### src/rtl/fifo_wr_ctrl_mem_if.sv
// Write-side port bundle of the async FIFO: write request/data, the read-domain pointer and
// read address coming in, and storage read data, write pointer and fill flags going out.
interface fifo_wr_ctrl_mem_if #(
   parameter int DATA_WIDTH = 8,
   parameter int ADDR_WIDTH = 3
);
   logic                  W_INC;
   logic [DATA_WIDTH-1:0] WR_DATA;
   logic [ADDR_WIDTH:0]   R_PTR_GRAY;
   logic [ADDR_WIDTH-1:0] R_addr;
   logic                  OVF_CLR;
   logic [DATA_WIDTH-1:0] RD_DATA;
   logic [ADDR_WIDTH:0]   W_PTR_GRAY;
   logic [ADDR_WIDTH-1:0] W_addr;
   logic                  FULL;
   logic                  ALMOST_FULL;
   logic [ADDR_WIDTH:0]   W_LEVEL;
   logic                  OVERFLOW;

   modport slave (
      input  W_INC, WR_DATA, R_PTR_GRAY, R_addr, OVF_CLR,
      output RD_DATA, W_PTR_GRAY, W_addr, FULL, ALMOST_FULL, W_LEVEL, OVERFLOW
   );

   modport master (
      output W_INC, WR_DATA, R_PTR_GRAY, R_addr, OVF_CLR,
      input  RD_DATA, W_PTR_GRAY, W_addr, FULL, ALMOST_FULL, W_LEVEL, OVERFLOW
   );
endinterface

### src/rtl/fifo_wr_ctrl_mem.sv
// Write-domain half of an async FIFO: dual-port storage, binary/Gray write pointer,
// read-pointer synchroniser and registered full/almost-full/level/overflow flags.
module fifo_wr_ctrl_mem #(
   parameter int DATA_WIDTH  = 8,
   parameter int ADDR_WIDTH  = 3,
   parameter int AF_THRESH   = 6,
   parameter int SYNC_STAGES = 2
) (
   input  logic                 W_CLK,
   input  logic                 W_RST,
   fifo_wr_ctrl_mem_if.slave    bus
);
   localparam int DEPTH = 1 << ADDR_WIDTH;
   localparam int PW    = ADDR_WIDTH + 1;
   // Full when the write pointer is one lap ahead: top two Gray bits inverted, rest equal.
   localparam logic [PW-1:0] FULL_MASK = PW'(3) << (PW - 2);

   function automatic logic [PW-1:0] bin2gray(input logic [PW-1:0] b);
      return b ^ (b >> 1);
   endfunction

   function automatic logic [PW-1:0] gray2bin(input logic [PW-1:0] g);
      logic [PW-1:0] b;
      b[PW-1] = g[PW-1];
      for (int i = PW - 2; i >= 0; i--) b[i] = b[i+1] ^ g[i];
      return b;
   endfunction

   logic [PW-1:0]         wptr_bin_q, wptr_bin_d;
   logic [PW-1:0]         wptr_gray_q, wptr_gray_d;
   logic [PW-1:0]         sync_q [SYNC_STAGES];
   logic [PW-1:0]         rq_gray, rq_bin;
   logic [PW-1:0]         level_q, level_d;
   logic                  full_q, full_d;
   logic                  af_q, af_d;
   logic                  ovf_q, ovf_d;
   logic                  we;
   logic [DATA_WIDTH-1:0] mem_q [DEPTH];

   always_comb begin
      we          = bus.W_INC & ~full_q;
      wptr_bin_d  = wptr_bin_q + PW'(we);
      wptr_gray_d = bin2gray(wptr_bin_d);
      rq_gray     = sync_q[SYNC_STAGES-1];
      rq_bin      = gray2bin(rq_gray);
      full_d      = (wptr_gray_d == (rq_gray ^ FULL_MASK));
      level_d     = wptr_bin_d - rq_bin;
      af_d        = (level_d >= PW'(AF_THRESH));
      // A blocked write re-arms the sticky flag even if a clear arrives the same cycle.
      ovf_d       = ovf_q;
      if (bus.W_INC & full_q) ovf_d = 1'b1;
      else if (bus.OVF_CLR)   ovf_d = 1'b0;
   end

   always_ff @(posedge W_CLK or negedge W_RST) begin
      if (!W_RST) begin
         wptr_bin_q  <= '0;
         wptr_gray_q <= '0;
         for (int i = 0; i < SYNC_STAGES; i++) sync_q[i] <= '0;
         level_q     <= '0;
         full_q      <= 1'b0;
         af_q        <= 1'b0;
         ovf_q       <= 1'b0;
      end else begin
         wptr_bin_q  <= wptr_bin_d;
         wptr_gray_q <= wptr_gray_d;
         sync_q[0]   <= bus.R_PTR_GRAY;
         for (int i = 1; i < SYNC_STAGES; i++) sync_q[i] <= sync_q[i-1];
         level_q     <= level_d;
         full_q      <= full_d;
         af_q        <= af_d;
         ovf_q       <= ovf_d;
      end
   end

   always_ff @(posedge W_CLK or negedge W_RST) begin
      if (!W_RST) begin
         for (int i = 0; i < DEPTH; i++) mem_q[i] <= '0;
      end else if (we) begin
         mem_q[wptr_bin_q[ADDR_WIDTH-1:0]] <= bus.WR_DATA;
      end
   end

   assign bus.RD_DATA     = mem_q[bus.R_addr];
   assign bus.W_PTR_GRAY  = wptr_gray_q;
   assign bus.W_addr      = wptr_bin_q[ADDR_WIDTH-1:0];
   assign bus.FULL        = full_q;
   assign bus.ALMOST_FULL = af_q;
   assign bus.W_LEVEL     = level_q;
   assign bus.OVERFLOW    = ovf_q;
endmodule
### src/flat_wrapper.sv
// flat-port wrapper written by rule: the top's interface ports become plain ports
module fifo_wr_ctrl_mem_flat 
#(
   parameter int DATA_WIDTH  = 8,
   parameter int ADDR_WIDTH  = 3,
   parameter int AF_THRESH   = 6,
   parameter int SYNC_STAGES = 2
)
  (W_CLK, W_RST, bus_W_INC, bus_WR_DATA, bus_R_PTR_GRAY, bus_R_addr, bus_OVF_CLR, bus_RD_DATA, bus_W_PTR_GRAY, bus_W_addr, bus_FULL, bus_ALMOST_FULL, bus_W_LEVEL, bus_OVERFLOW);
  fifo_wr_ctrl_mem_if #(.DATA_WIDTH(DATA_WIDTH), .ADDR_WIDTH(ADDR_WIDTH)) bus_i ();
  input  logic W_CLK;
  input  logic W_RST;
  input wire logic [$bits(bus_i.W_INC)-1:0] bus_W_INC;
  input wire logic [$bits(bus_i.WR_DATA)-1:0] bus_WR_DATA;
  input wire logic [$bits(bus_i.R_PTR_GRAY)-1:0] bus_R_PTR_GRAY;
  input wire logic [$bits(bus_i.R_addr)-1:0] bus_R_addr;
  input wire logic [$bits(bus_i.OVF_CLR)-1:0] bus_OVF_CLR;
  output wire logic [$bits(bus_i.RD_DATA)-1:0] bus_RD_DATA;
  output wire logic [$bits(bus_i.W_PTR_GRAY)-1:0] bus_W_PTR_GRAY;
  output wire logic [$bits(bus_i.W_addr)-1:0] bus_W_addr;
  output wire logic [$bits(bus_i.FULL)-1:0] bus_FULL;
  output wire logic [$bits(bus_i.ALMOST_FULL)-1:0] bus_ALMOST_FULL;
  output wire logic [$bits(bus_i.W_LEVEL)-1:0] bus_W_LEVEL;
  output wire logic [$bits(bus_i.OVERFLOW)-1:0] bus_OVERFLOW;
  assign bus_i.W_INC = bus_W_INC;
  assign bus_i.WR_DATA = bus_WR_DATA;
  assign bus_i.R_PTR_GRAY = bus_R_PTR_GRAY;
  assign bus_i.R_addr = bus_R_addr;
  assign bus_i.OVF_CLR = bus_OVF_CLR;
  assign bus_RD_DATA = bus_i.RD_DATA;
  assign bus_W_PTR_GRAY = bus_i.W_PTR_GRAY;
  assign bus_W_addr = bus_i.W_addr;
  assign bus_FULL = bus_i.FULL;
  assign bus_ALMOST_FULL = bus_i.ALMOST_FULL;
  assign bus_W_LEVEL = bus_i.W_LEVEL;
  assign bus_OVERFLOW = bus_i.OVERFLOW;
  fifo_wr_ctrl_mem #(.DATA_WIDTH(DATA_WIDTH), .ADDR_WIDTH(ADDR_WIDTH), .AF_THRESH(AF_THRESH), .SYNC_STAGES(SYNC_STAGES)) u_core (.W_CLK(W_CLK), .W_RST(W_RST), .bus(bus_i));
endmodule
### config.mk
export PLATFORM = sky130hd
export DESIGN_NAME = fifo_wr_ctrl_mem_flat
export DESIGN_NICKNAME = d
export VERILOG_FILES = /design/src/rtl/fifo_wr_ctrl_mem_if.sv /design/src/rtl/fifo_wr_ctrl_mem.sv /design/src/flat_wrapper.sv
export SDC_FILE = /design/constraint.sdc
export NUM_CORES = 1
export LEC_CHECK = 0
export CAP_MARGIN = 20
export CORE_ASPECT_RATIO = 1.75
export CORE_UTILIZATION = 30
export CTS_CLUSTER_SIZE = 20
export DETAILED_ROUTE_END_ITERATION = 16
export GPL_ROUTABILITY_DRIVEN = 0
export SLEW_MARGIN = 20
export SYNTH_ARGS = -nofsm -noshare
export SYNTH_HDL_FRONTEND = slang
export SYNTH_SLANG_ARGS = --single-unit
### constraint.sdc
create_clock -name W_CLK -period 3.3 [get_ports W_CLK]
set_input_delay 0.66 -clock W_CLK [delete_from_list [all_inputs] [get_ports W_CLK]]
set_output_delay 0.66 -clock W_CLK [all_outputs]
set_load 0.01 [all_outputs]
* Word level (Yosys, flattened, before mapping)
Cells that the tools add are included.
** Storage, ports and cells
- Bits in latches :: 0
- Memory bits (read-only) :: 0
- Memories kept :: 0
- Input port bits :: 19
- Word-level logic and storage cells :: 43
- Output and inout bits :: 22
- Bits in registers :: 87
- RAM bits :: 0
** Cells by class
- Bitwise operators :: 10
- Equality and inequality tests :: 1
- Reduce and logical (&&, ||, !) cells :: 2
- Shifts and indexed selects :: 0
- Multipliers :: 0
- Order comparisons :: 4
- Divide/modulo/power cells :: 0
- Mux-type cells :: 8
- Add/sub/neg operators :: 2
** Operators with widths (count)
- bitwise mux 64 bit :: 1
- binary-select mux 8 bit (select 3 bit) :: 1
- demux 8 bit (select 3 bit) :: 1
- two-way mux 8 bit :: 3
- greater-or-equal comparator 4 bit (second input constant) :: 2
- NOT 3 -> 4 bit :: 2
- adder 4 x 1 -> 4 bit :: 1
- == test 4 bit :: 1
- greater-or-equal comparator 4 x 3 -> 1 bit (second input constant) :: 1
- < comparator 4 x 1 -> 1 bit (second input constant) :: 1
- subtractor 4 bit :: 1
- XOR 4 x 3 -> 4 bit :: 1
- XOR 1 bit :: 3
- AND 1 bit :: 2
- two-way mux 1 bit :: 2
- NOT 2 bit :: 1
- nonzero test 2 bit :: 1
- logical AND 1 bit :: 1
- NOT 1 bit :: 1

* Logic depth before layout (Yosys ltp)
Gate-level depths: netlist (run 1).
- Depth in word-level cells :: 6
- Depth in mapped cells :: 9
- Depth with buffers taken out :: 9

* Least setup slack after synthesis (run 1)
Ideal clock, no wire load.
- Path kind :: input -> register
- Start :: input port bus_W_INC
- End :: register u_core.af_q (netlist: u_core.bus.ALMOST_FULL)
- Stages :: 8
- Data required time :: 3.167 ns
- Setup time :: 0.133 ns
- Path buffers :: 0
- Slack :: 0.875 ns
- Arrival time :: 2.293 ns
- Cells stage by stage :: nor2b_4 ha_1 ha_1 ha_1 nor2b_1 or2_2 a31oi_1 o211ai_1
** Between the ends
- Longest elaborated chain between the ends :: 4
** Ends and longest elaborated chain
- from (decl) :: line flat_wrapper.sv:13 : input wire logic [$bits(bus_i.W_INC)-1:0] bus_W_INC;
- AND 1 bit :: line fifo_wr_ctrl_mem.sv:41 : we = bus.W_INC & ~full_q;
- adder 4 x 1 -> 4 bit :: line fifo_wr_ctrl_mem.sv:42 : wptr_bin_d = wptr_bin_q + PW'(we);
- via u_core.wptr_bin_d[1] :: line fifo_wr_ctrl_mem.sv:29 : logic [PW-1:0] wptr_bin_q, wptr_bin_d;
- subtractor 4 bit :: line fifo_wr_ctrl_mem.sv:47 : level_d = wptr_bin_d - rq_bin;
- greater-or-equal comparator 4 x 3 -> 1 bit :: line fifo_wr_ctrl_mem.sv:48 : af_d = (level_d >= PW'(AF_THRESH));
- via u_core.af_d :: line fifo_wr_ctrl_mem.sv:35 : logic af_q, af_d;
- to (signal assigned) :: line fifo_wr_ctrl_mem.sv:62 : af_q <= 1'b0;
- to (signal assigned) :: line fifo_wr_ctrl_mem.sv:71 : af_q <= af_d;
- to (decl) :: line fifo_wr_ctrl_mem.sv:35
The timed path passes the listed nets, and every way through them passes these cells.
A chain may end at the register's enable or synchronous reset.

* Worst setup path in the final report (run 1)
- Start :: input port bus_R_addr[1]
- End :: output port bus_RD_DATA[6]
** Between the ends
- Longest elaborated chain between the ends :: 4
** Ends and longest elaborated chain
- from (decl) :: line flat_wrapper.sv:16 : input wire logic [$bits(bus_i.R_addr)-1:0] bus_R_addr;
- NOT 3 -> 4 bit (implied by the code) :: line fifo_wr_ctrl_mem.sv:84 : assign bus.RD_DATA = mem_q[bus.R_addr];
- binary-select mux 8 bit (select 3 bit) :: line fifo_wr_ctrl_mem.sv:84
- two-way mux 8 bit (implied by the code) (2 in a row) :: line fifo_wr_ctrl_mem.sv:84
- to (decl) :: line flat_wrapper.sv:18 : output wire logic [$bits(bus_i.RD_DATA)-1:0] bus_RD_DATA;
Every way passes these cells. The select of a mux whose other input is x is not followed.

==> results_dict.tcl, run 1 <==
set metrics [dict create \
    status "complete, no violations" \
    fp-row-count 54 \
    path_clk_slew_ps 60 \
    synth_nets 263 \
    clock_latency_ps 330 \
    grt_max_degree 87 \
    path_class "primary input to output pin" \
    avgSynthCellArea_um2 16.47 \
    grt_pass1_vias 2395 \
    vias 2148 \
    grt_usage_pct 12.99 \
    fp.dieH_um 153.2 \
    synth_top_area_cell "dfrtp_1" \
    stdcell_area_mm2 0.004871 \
    setup_viol 0 \
    seq_area_frac_synth_pct 54.92 \
    worstPathMaxFanout 16 \
    pwr_density_cell_mw_per_mm2 968.7 \
    ant_nets 0 \
    area_delta_synth_final_pct 24.30 \
    vias_per_cell 4.670 \
    layout_common_cells "86 x dfrtp_1, 72 x mux2_2, 38 x clkdlybuf4s50_1" \
    first_pass_iters 4 \
    hold_path_class "register to register" \
    portBuffers 40 \
    antenna_found_initial 0 \
    worst_slew_pin_slew_ps 782.0 \
    synth_ff_type "dfrtp_1" \
    final_nets 312 \
    grt_pass1_wl_um 12770 \
    p_leak_nw 2.065 \
    netlist_area_mm2 0.003919 \
    clock-sinks 86 \
    place.detailed.hpwl_um 5212 \
    p_total_mw 4.719 \
    pre_cts_slack_ps -99.87 \
    cts_tree "done" \
    fillCellCount 1224 \
    end_kind "output pin" \
    fp.dieArea_mm2 0.01354 \
    io_pins 41 \
    finalNonFillerCells 460 \
    ctsHtreeMaxLevel 3 \
    finalCriticalPeriod_ps 3073 \
    async_reset_ff_share_pct 100.0 \
    synthTopCellsByArea "dfrtp_1 55%, mux2_2 21%, mux4_1 10%, xnor2_1 2.0%, ha_1 1.6%" \
    grt_setup_unrepaired "false" \
    synth_top_area_share_pct 54.92 \
    synth_warnings 0 \
    post-place-cells 443 \
    synthCells 238 \
    synth-edff-count 0 \
    core_mm2 0.01257 \
    post_cts_buffers 0 \
    drv_cap 0 \
    ys_types 37 \
    worst_ep_arrival_time_ps 2410 \
    post-route-worst-setup-slack_ps 227.2 \
    drive_above_1_share_pct 35.96 \
    ir_worst_vdd_uv 559.5 \
    critPathRequiredTime_ps 2640 \
    reg2reg_depth 9 \
    start_util_pct 31.18 \
    wl_per_cell_um 16.98 \
    final_max_slew_viol_count 0 \
    numCtsBuffers 9 \
    cts_root_buf "clkbuf_16" \
    skew_ps 6.090 \
    ctsHoldBuffers 0 \
    route.detailed.drc 0 \
    hold_viol 0 \
    grt-ovfl-total 0 \
    fp.dieW_um 88.40 \
    max_slew_margin_pct 47.87 \
    synth-seq-cells 86 \
    clock.fmax_mhz 325.4 \
    fin_tns_setup_ps 0 \
    n_antenna_cell 0 \
    post_dp_cell_area_mm2 0.004524 \
    drt_iter0_markers 81 \
    whs_path_depth 0 \
    worst_setup_path_start_kind "primary input" \
    route.final.wire_length_um 7812 \
    final_common_cell "dfrtp_1" \
    min_period_over_period_pct 93.12 \
    cts_buffer_depth 2 \
]
[where the power goes]
part           switching (mW)  internal (mW)  total, mW
Clock                   0.392          0.661       1.05
Sequential              0.258           1.56       1.82
Combinational           0.735           1.11       1.85
Total                    1.39           3.33       4.72
[logic make-up after synthesis]
| kind of cell | after synthesis | synth area share [%] |
|---|---|---|
| multiplexers | 89 | 31.58 |
| flip-flops | 86 | 54.92 |
| AND/OR/NAND/NOR | 21 | 4.151 |
| XOR/XNOR | 17 | 3.991 |
| buffers and inverters | 12 | 2.043 |
| AO/OA/AOI/OAI | 7 | 1.213 |
| adder cells (fa/ha/maj) | 6 | 2.107 |
[path summary, 6_finish.rpt]
| path | start | end | slack (ps) |
|---|---|---|---|
| max | bus_R_addr[1] | bus_RD_DATA[6] | 230 |
| min | u_core.sync_q[6]$_DFF_PN0_ | u_core.rq_gray[2]$_DFF_PN0_ | 350 |
| max reg2reg | u_core.rq_gray[3]$_DFF_PN0_ | u_core.bus.ALMOST_FULL$_DFF_PN0_ | 710 |
| min reg2reg | u_core.sync_q[6]$_DFF_PN0_ | u_core.rq_gray[2]$_DFF_PN0_ | 350 |
| max in group asynchronous | W_RST | u_core.mem_q[49]$_DFFE_PN0P_ | 2380 |
| min in group asynchronous | W_RST | u_core.mem_q[40]$_DFFE_PN0P_ | 370 |
[sequential cells by signal, summed over array words and instances (netlist names)]
| signal | count |
|---|---|
| u_core.wptr_bin_q | 4 |
| u_core.mem_q | 64 |
| u_core.bus.W_PTR_GRAY | 3 |
| u_core.sync_q | 4 |
| u_core.bus.ALMOST_FULL | 1 |
| u_core.bus.OVERFLOW | 1 |
| u_core.bus.W_LEVEL | 4 |
| u_core.rq_gray | 4 |
| u_core.bus.FULL | 1 |
[layer usage]
metal / track usage, % / vias up / part of all wire (%)
li1: - / 979 / -
met1: 14.70 / 1128 / 39
met2: 22.93 / 33 / 56
met3: 3.078 / 8 / 3.2
met4: 5.069 / 0 / 1.6
met5: 0 / - / 0
[worst max-delay path, stage by stage]
cell,delay (ps)
clkdlybuf4s50_1,510
buf_12,160
mux4_1,300
mux2_2,290
clkdlybuf4s50_1,480
[metrics by stage]
step,util [%],hold WS (ps)
2_1_floorplan,-,331.2
3_3_place_gp,36.00,332.9
3_5_place_dp,36.00,337.3
4_1_cts,38.77,350.8
5_1_grt,38.76,355.1
6_report,38.76,347.9
[cell usage after synthesis, types with 2 or more instances]
library cell and number:
buf_2 3, buf_6 2, dfrtp_1 86, ha_1 5
inv_1 4, mux2_2 72, mux4_1 15, nand2_1 3
nand3_1 3, nand3b_2 2, nor2b_1 2, nor3b_4 2
xnor2_1 9, xor2_1 7
[timing repair]
action	CTS	global route
gates resized for setup	2	1
pin swaps	0	0
gates cloned	1	0
hold endpoints to repair	0	0
setup endpoints to repair	8	3
[layout make-up]
type | count | area, um2 | area share [%]
tap | 168 | 210.2 | 4.315
timing repair buffer | 46 | 491.7 | 10.10
sequential | 86 | 2152 | 44.18
clock buffer | 10 | 229.0 | 4.701
clock inverter | 6 | 86.33 | 1.772
multi-input combinational | 140 | 1687 | 34.63
inverter | 4 | 15.01 | 0.3082
Note: power is estimated with default switching activity, not from simulation.
==> inputs of run 2 (changes only) <==
--- a/config.mk
+++ b/config.mk
@@ -11,6 +11,7 @@
 export CTS_CLUSTER_SIZE = 20
 export DETAILED_ROUTE_END_ITERATION = 16
 export GPL_ROUTABILITY_DRIVEN = 0
+export PLACE_DENSITY_LB_ADDON = 0.3
 export SLEW_MARGIN = 20
 export SYNTH_ARGS = -nofsm -noshare
 export SYNTH_HDL_FRONTEND = slang
==> results_dict.tcl, run 2 (same netlist as run 1, synthesis figures left out) <==
set metrics [dict create \
    status "complete, no violations" \
    fp-row-count 54 \
    n_antenna_cell 0 \
    post_cts_buffers 0 \
    finalNonFillerCells 462 \
    end_kind "output pin" \
    grt_setup_unrepaired "false" \
    route.final.wire_length_um 8003 \
    place.detailed.hpwl_um 5425 \
    drv_cap 0 \
    cts_root_buf "clkbuf_16" \
    min_period_over_period_pct 97.86 \
    stdcell_area_mm2 0.004905 \
    setup_viol 0 \
    hold_viol 0 \
    area_delta_synth_final_pct 25.16 \
    grt_max_degree 64 \
    grt.busiest_layer "met2" \
    worst_ep_arrival_time_ps 2570 \
    worst_slew_pin_slew_ps 799.9 \
    drive_above_1_share_pct 36.39 \
    grt_pass1_vias 2401 \
    numCtsBuffers 9 \
    antenna_found_initial 0 \
    portBuffers 40 \
    post-place-cells 445 \
    largest_register_ffs 64 \
    fp.dieArea_mm2 0.01354 \
    grt-ovfl-total 0 \
    worst_setup_path_start_kind "primary input" \
    first_pass_iters 4 \
    whs_ps 347.6 \
    fp.dieW_um 88.40 \
    pwr_density_cell_mw_per_mm2 974.1 \
    route.detailed.drc 0 \
    fin_tns_setup_ps 0 \
    ctsResizeCount 1 \
    wl_per_cell_um 17.32 \
    min-delay-start "u_core.sync_q[4]$_DFF_PN0_" \
    startpoint "bus_R_addr[0]" \
    fp.dieH_um 153.2 \
    met2_usage_pct 23.04 \
    core_mm2 0.01257 \
    worstPathMaxFanout 8 \
    pre_cts_slack_ps -69.64 \
    hold_path_class "register to register" \
    layout_common_cells "86 x dfrtp_1, 72 x mux2_2, 38 x clkdlybuf4s50_1" \
    path_class "primary input to output pin" \
    max_slew_margin_pct 46.67 \
    critPathRequiredTime_ps 2640 \
    ctsHoldBuffers 0 \
    io_pins 41 \
    regMostFlops "u_core.mem_q" \
    post-route-worst-setup-slack_ps 70.60 \
    final_common_cell "dfrtp_1" \
    ir_worst_vdd_uv 600.7 \
    final_nets 314 \
    p_leak_nw 2.084 \
    use_met3_pct 3.618 \
    clock-sinks 86 \
    cts_buffer_depth 2 \
    start_util_pct 31.18 \
    grt_pass1_wl_um 13100 \
    ctsHtreeMaxLevel 3 \
    clock_latency_ps 340 \
    grt_usage_pct 13.37 \
    vias 2134 \
    clock.fmax_mhz 309.7 \
    use_met1_pct 15.44 \
    vias_per_cell 4.619 \
    finalCriticalPeriod_ps 3229 \
    drt_iter0_markers 76 \
    ant_nets 0 \
    skew_ps 6.441 \
    path_clk_slew_ps 60 \
    final_max_slew_viol_count 0 \
    cts_tree "done" \
    r2r-start "u_core.rq_gray[3]$_DFF_PN0_" \
    post_dp_cell_area_mm2 0.004539 \
]
## run 2: cell types whose count changed in the layout (fill, tap and decap cells not counted), sizes merged
| cell | change |
|---|---|
| clkinv | -1 |
| buf | +2 |
| dlygate4sd2 | +1 |
## run 2: worst paths after layout
check / to / slack (ps) / cells after the start
min in group asynchronous: u_core.mem_q[46]$_DFFE_PN0P_ / 400 / 1
hold / removal: u_core.rq_gray[0]$_DFF_PN0_ / 350 / 0
setup reg to reg: u_core.bus.ALMOST_FULL$_DFF_PN0_ / 650 / 9
max in group asynchronous: u_core.wptr_bin_q[2]$_DFF_PN0_ / 2210 / 2
hold reg to reg: u_core.rq_gray[0]$_DFF_PN0_ / 350 / 0
setup / recovery: bus_RD_DATA[7] / 70 / 5
## run 2: metal layers
| layer | vias to the layer above | wire length (um) |
|---|---|---|
| met5 | - | 0 |
| li1 | 986 | - |
| met3 | 9 | 265 |
| met1 | 1094 | 3209 |
| met4 | 0 | 144 |
| met2 | 45 | 4384 |
## run 2: final cells by class
cell class              instances  area [um2]
clock buffers                  11       252.7
repair buffers                 48       506.7
well taps                     168       210.2
inverters                       4       15.01
clock inverters                 5       81.33
flip-flops and latches         86        2152
multi-input cells             140        1687
fillers                      1217        7662
## run 2: power by group
part	switching [mW]	internal, mW
Clock	0.397	0.704
Sequential	0.271	1.56
Combinational	0.733	1.11
Total	1.40	3.38
## run 2: critical path, stage by stage
cell             delay (ps)
dlygate4sd2_1           300
bufbuf_16               320
mux4_1                  540
mux2_2                  280
clkdlybuf4s50_1         480
## run 2: through the flow
stage               power, mW  util (%)
floorplan               3.060         -
global placement        3.666     36.12
detailed placement      3.710     36.12
CTS                     4.856     39.03
global route            5.107     39.03
finish                  4.778     39.03
